**config.mk**
```make
export PLATFORM = sky130hd
export DESIGN_NAME = cond_branch_eval
export DESIGN_NICKNAME = d
export VERILOG_FILES = /design/src/rtl/cond_pkg.sv /design/src/rtl/cond_flag_eval.sv /design/src/rtl/cond_branch_eval.sv
export SDC_FILE = /design/constraint.sdc
export NUM_CORES = 1
export LEC_CHECK = 0
export BUFFER_PORTS_ARGS = -buffer_cell sky130_fd_sc_hd__buf_4
export CORE_MARGIN = 4
export CORE_UTILIZATION = 45
export DETAILED_ROUTE_END_ITERATION = 12
export HOLD_SLACK_MARGIN = 0.05
export PLACE_DENSITY = 0.7
export SYNTH_ARGS = -nofsm -noshare
export SYNTH_HDL_FRONTEND = slang
export SYNTH_HIERARCHICAL = 1
export SYNTH_SLANG_ARGS = --single-unit
```
**constraint.sdc**
```tcl
create_clock -name clk -period 1.95 [get_ports clk]
set_input_delay 0.585 -clock clk [delete_from_list [all_inputs] [get_ports clk]]
set_output_delay 0.585 -clock clk [all_outputs]
set_load 0.1 [all_outputs]
```
**src/rtl/cond_pkg.sv**
```systemverilog
// cond_pkg
//   Shared definitions for the conditional-branch evaluator.
//   - cond_t      : 3-bit condition code type
//   - COND_*      : condition code encodings (never, =0, <0, <=0, always, !=0, >=0, >0)
//   - cond_eval() : resolves a condition code from the zero (z) and negative (n) flags
package cond_pkg;

    typedef logic [2:0] cond_t;

    localparam cond_t COND_NEVER  = 3'b000;
    localparam cond_t COND_EQ     = 3'b001;
    localparam cond_t COND_LT     = 3'b010;
    localparam cond_t COND_LE     = 3'b011;
    localparam cond_t COND_ALWAYS = 3'b100;
    localparam cond_t COND_NE     = 3'b101;
    localparam cond_t COND_GE     = 3'b110;
    localparam cond_t COND_GT     = 3'b111;

    function automatic logic cond_eval(input logic z, input logic n, input cond_t cond);
        logic t;
        case (cond)
            COND_NEVER:  t = 1'b0;
            COND_EQ:     t = z;
            COND_LT:     t = n;
            COND_LE:     t = n | z;
            COND_ALWAYS: t = 1'b1;
            COND_NE:     t = ~z;
            COND_GE:     t = ~n;
            COND_GT:     t = ~n & ~z;
            default:     t = 1'b0;
        endcase
        return t;
    endfunction

endpackage

```
**src/rtl/cond_flag_eval.sv**
```systemverilog
// cond_flag_eval
//   Combinational condition resolver.
//   Ports:
//     z     in  1  operand was zero
//     n     in  1  operand was negative (always 0 in unsigned mode)
//     cond  in  3  condition code
//     taken out 1  condition holds
module cond_flag_eval
    import cond_pkg::*;
(
    input  logic  z,
    input  logic  n,
    input  cond_t cond,
    output logic  taken
);

    assign taken = cond_eval(z, n, cond);

endmodule

```
**src/rtl/cond_branch_eval.sv**
```systemverilog
// cond_branch_eval
//   Two-stage pipelined branch-condition evaluator with valid/ready on both sides.
//   Stage 1 captures the op with its zero/negative flags and pc+1; stage 2 resolves
//   the condition and the next PC. Saturating counters track delivered and taken results.
//   Ports:
//     clk, rst_n                 clock, asynchronous active-low reset
//     flush                      drop all in-flight ops (sync)
//     in_valid / in_ready        input handshake
//     in_value, in_cond,
//     in_signed, in_pc, in_target  op fields
//     out_valid / out_ready      output handshake
//     out_taken, out_next_pc     resolved branch
//     cnt_clr                    sync clear of both counters (wins over increment)
//     eval_cnt, taken_cnt        saturating statistics
module cond_branch_eval
    import cond_pkg::*;
#(
    parameter int WIDTH  = 8,
    parameter int ADDR_W = 8,
    parameter int CNT_W  = 16
) (
    input  logic              clk,
    input  logic              rst_n,
    input  logic              flush,
    input  logic              in_valid,
    output logic              in_ready,
    input  logic [WIDTH-1:0]  in_value,
    input  cond_t             in_cond,
    input  logic              in_signed,
    input  logic [ADDR_W-1:0] in_pc,
    input  logic [ADDR_W-1:0] in_target,
    output logic              out_valid,
    input  logic              out_ready,
    output logic              out_taken,
    output logic [ADDR_W-1:0] out_next_pc,
    input  logic              cnt_clr,
    output logic [CNT_W-1:0]  eval_cnt,
    output logic [CNT_W-1:0]  taken_cnt
);

    function automatic logic [CNT_W-1:0] sat_inc(input logic [CNT_W-1:0] c);
        return (&c) ? c : c + CNT_W'(1);
    endfunction

    logic signed [WIDTH-1:0] value_s;
    logic                    z_flag;
    logic                    n_flag;

    logic                    vld_p1;
    cond_t                   cond_p1;
    logic                    z_p1;
    logic                    n_p1;
    logic [ADDR_W-1:0]       pc_inc_p1;
    logic [ADDR_W-1:0]       target_p1;

    logic                    vld_p2;
    logic                    taken_p2;
    logic [ADDR_W-1:0]       next_pc_p2;

    logic                    s2_load;
    logic                    s1_advance;
    logic                    accept;
    logic                    out_hs;
    logic                    taken_d;
    logic [ADDR_W-1:0]       next_pc_d;

    // Unsigned mode forces N low, so <0 never fires and >=0 always fires.
    assign value_s = $signed(in_value);
    assign z_flag  = (in_value == '0);
    assign n_flag  = in_signed & value_s[WIDTH-1];

    // in_ready depends only on registered state, flush and out_ready, never on in_valid.
    assign s2_load    = ~vld_p2 | out_ready;
    assign s1_advance = vld_p1 & s2_load;
    assign in_ready   = ~flush & (~vld_p1 | s1_advance);
    assign accept     = in_valid & in_ready;
    assign out_hs     = vld_p2 & out_ready;

    // ---- stage 1: capture op, flags and pc+1 ----
    always_ff @(posedge clk) begin
        if (accept) begin
            cond_p1   <= in_cond;
            z_p1      <= z_flag;
            n_p1      <= n_flag;
            pc_inc_p1 <= in_pc + ADDR_W'(1);
            target_p1 <= in_target;
        end
    end

    // ---- stage 2: resolve condition and next PC ----
    cond_flag_eval u_flag_eval (
        .z     (z_p1),
        .n     (n_p1),
        .cond  (cond_p1),
        .taken (taken_d)
    );

    assign next_pc_d = taken_d ? target_p1 : pc_inc_p1;

    always_ff @(posedge clk or negedge rst_n) begin
        if (!rst_n) begin
            vld_p1     <= 1'b0;
            vld_p2     <= 1'b0;
            taken_p2   <= 1'b0;
            next_pc_p2 <= '0;
        end else begin
            if (flush)
                vld_p1 <= 1'b0;
            else if (accept)
                vld_p1 <= 1'b1;
            else if (s1_advance)
                vld_p1 <= 1'b0;

            if (flush)
                vld_p2 <= 1'b0;
            else if (s2_load)
                vld_p2 <= vld_p1;

            // Result flops only move on a real transfer so a stalled output holds still.
            if (s1_advance) begin
                taken_p2   <= taken_d;
                next_pc_p2 <= next_pc_d;
            end
        end
    end

    assign out_valid   = vld_p2;
    assign out_taken   = taken_p2;
    assign out_next_pc = next_pc_p2;

    // ---- statistics: count delivered results, clear wins over increment ----
    always_ff @(posedge clk or negedge rst_n) begin
        if (!rst_n) begin
            eval_cnt  <= '0;
            taken_cnt <= '0;
        end else if (cnt_clr) begin
            eval_cnt  <= '0;
            taken_cnt <= '0;
        end else if (out_hs) begin
            eval_cnt <= sat_inc(eval_cnt);
            if (taken_p2)
                taken_cnt <= sat_inc(taken_cnt);
        end
    end

endmodule
```
==> summary.md <==
| Metric | Value |
|---|---|
| Syn. warnings | 6 |
| Input/output buffers | between 70 and 80 |
| Final setup viols | 0 |
| Die Y | roughly 91 microns |
| CP max FO | 4 |
| CTS buffer count | 9 |
| Inst Count DP | 441 |
| Antenna violations before repair | 0 |
| Count leader, synth | dfrtp_1 |
| FF-to-FF End | eval_cnt[6] |
| Launch point of the worst reg-to-reg path | eval_cnt[0] |
| Top cells by area, synth | dfrtp_1, edfxtp_1, or4_1, a21oi_1, o31ai_1 |
| Total of max-cap violations | 0 |
| Reg clk slew, reported paths | 0.08 ns |
| Worst R2R Path Depth | 6 |
| Worst EP arrival | 1.36 ns |
| Pin count of the biggest net entering global routing | 44 |
| Clock buffer depth | 2 |
| Critical Path RT | 1.36 ns |
| Synth Flop Type | dfrtp_1 |
| Top post-synthesis cells by count | dfrtp_1, a21oi_1, edfxtp_1, nand2_1, or4_1 |
| Area grow syn2layout | 40.2% |
| Combinational fraction of design power | 15.9% |
| Final core area utilization | 66.7% |
| DR vias/cell | 5.77 |
| Clk_lat worst skew | 0.34 ns |
| Static Leak | roughly 1.7 nW |
| Number of global-route vias before repair | 2,548 |
| Fin crit share | 99.5% |
| Max IR drop VDD | approximately 530 uV |
| Non-filler cells, final | between 400 and 500 |
| Worst setup path class | flip-flop to output pin |
| Hold Path Class | input port to asynchronous set/reset pin |
| Final slew viol count | 0 |
| CP endpoint kind | output pin |
| Gpl congestion | 0.806 |
| Clk network pwr share | between 30% and 40% |
| Post-Syn Instances | 288 |
| Gr ovfl total | 0 |
| RSZ-0062 raised after global routing | true |
| Crit path time final | 1.94 ns |
| Core Area | 6490 sq um |
| Layout cells sized above 1 | 45.4% |
| Sequential cell area fraction in the yosys report | 55.2% |
| Gr usage total | 17.7% |
| First-pass GRT wire length | approximately 12,000 microns |
| Netlist cell types | 40 |
| Antenna viol nets, final | 0 |
| Final WL | 7100 microns |
| DRC errors left | 0 |
| Fmax | 0.515 GHz |
| CP startpoint kind | flip-flop |
| Yosys top cell by area | dfrtp_1 |
| Sw Share | 29.7% |
| DRT iter0 DRCs | 100 |
| DP Area | 4050 sq um |
| Final nets | 415 |
| Routed len/inst | about 15 microns |
| Status | finished clean |
| Rows | 29 |
| Ant diodes | 0 |
| Internal cell power | roughly 2.3 mW |
| Top cell type's share of synthesized area | 34.8% |
| TritonCTS clock tree | done |
| Post-synth EDFFs | 21 |
| H-tree Lvls | 3 |
| Chip width | 90.9 microns |
| Sink Count | 64 |
| Die area | slightly above 8000 sq um |
| Vias | 2,653 |
| Finished Cell Area | approximately 4300 sq um |
| NetSw | 0.983 mW |
| Post-Syn Area | 3090 sq um |
| Final hold violations | 0 |
| IO Count | 77 |
| Drt first pass iters | 4 |
| PwrDens | roughly 760 nW/um^2 |
| Slew HR | 55.4% |
| Root buf cell | clkbuf_8 |
| Sequential cell fraction of total power | 44.8% |
| R2R setup slack | about 0.10 ns |
| Power consumption | 3.31 mW |
| #FFs+latches synth | 64 |
| Clock skew | 0.00839 ns |
| Slew @ Worst Pin | between 0.6 and 0.7 ns |
| Detailed placer's ending HPWL | ~5000 microns |
| Synthesized area per cell | 10.7 sq um |
| Initial Utilization | 47.6% |
| Ys async rst share | 67.2% |
| Syn Nets | 325 |
## worst max-delay path by stage
stage / slack [ns] / to / cells past startpoint / from
after detailed placement: -0.10 / taken_cnt[15] / 5 / out_ready
after global placement: -0.09 / taken_cnt[15] / 5 / out_ready
after CTS: 0.008 / in_ready / 3 / out_valid
after floorplan: -0.16 / cond_p1[0] / 3 / out_valid
final: 0.009 / in_ready / 3 / out_valid
after global routing: -0.04 / in_ready / 3 / out_valid
## power groups by stage
stage | Sequential, mW | Clock, mW | Combinational, mW
after floorplan | 1.76 | 0 | 0.102
after global placement | 1.51 | 0 | 0.513
after detailed placement | 1.51 | 0 | 0.520
after CTS | 1.48 | 1.32 | 0.525
after global routing | 1.49 | 1.39 | 0.555
final | 1.48 | 1.30 | 0.525
## stage by stage
step / hold slack (ns) / setup WS [ns] / setup TNS, ns
after floorplan: 0.289 / -0.161 / -3.65
after global placement: 0.463 / -0.0898 / -0.222
after global routing: 0.279 / -0.0407 / -0.0407
final: 0.226 / 0.00881 / 0
after detailed placement: 0.475 / -0.104 / -0.408
after CTS: 0.246 / 0.00816 / 0
## layout by cell type (no fill, tap or decap), types with 5 or more instances in the layout
cell,instances
a21oi_1,28
o21ai_0,16
nor2_1,10
nand2_1,20
dfrtp_2,11
nand3_1,10
inv_1,5
o31ai_1,18
edfxtp_1,21
or4_1,20
nand4_1,10
dfrtp_1,9
clkbuf_8,9
buf_4,93
mux2i_1,8
or3_1,5
dfrtp_4,23
## cell type report
cell class                      instances  area, sq um
Fill cell                             493         2160
Sequential cell                        64         1810
Multi-Input combinational cell        203         1440
Timing Repair Buffer                   95          738
Clock buffer                            9          124
Clock inverter                          7          104
Tap cell                               77         96.3
Inverter                                5         18.8
## repair_timing
item / 4_1_cts / 5_1_grt
pin swaps: 0 / 1
gates resized for setup: 3 / 3
hold buffers: 0 / 0
buffers inserted: 0 / 3
setup endpoints to repair: 1 / 5
## kinds of logic (layout without fill, tap and decap cells)
family,count (synthesis),in the layout,share of synthesized area [%]
simple gates,112,112,21.3
compound gates,68,68,13.0
flops,64,64,55.2
buf+inv,21,116,2.75
mux,13,13,4.41
xor+xnor,7,7,1.98
fa+ha+maj,3,3,1.22
## metal layers
layer  vias up  wire length, microns  track usage [%]
met3         8                   438             5.00
met4         0                   106             6.78
li1       1288                     -                -
met5         -                     0                0
met1      1296                  3060             22.8
met2        61                  3490             28.2
## registers in the layout, summed over array words and instances (netlist names)
register / cells
cond_p1: 3
eval_cnt: 16
n_p1: 1
out_next_pc: 8
out_taken: 1
out_valid: 1
pc_inc_p1: 8
taken_cnt: 16
target_p1: 8
vld_p1: 1
z_p1: 1
## critical path, cell delays in order (launching register included)
cell and delay (ns):
dfrtp_4 0.49, nor2b_4 0.15, a21oi_4 0.18, buf_12 0.19
(Power assumes the default switching activity.)
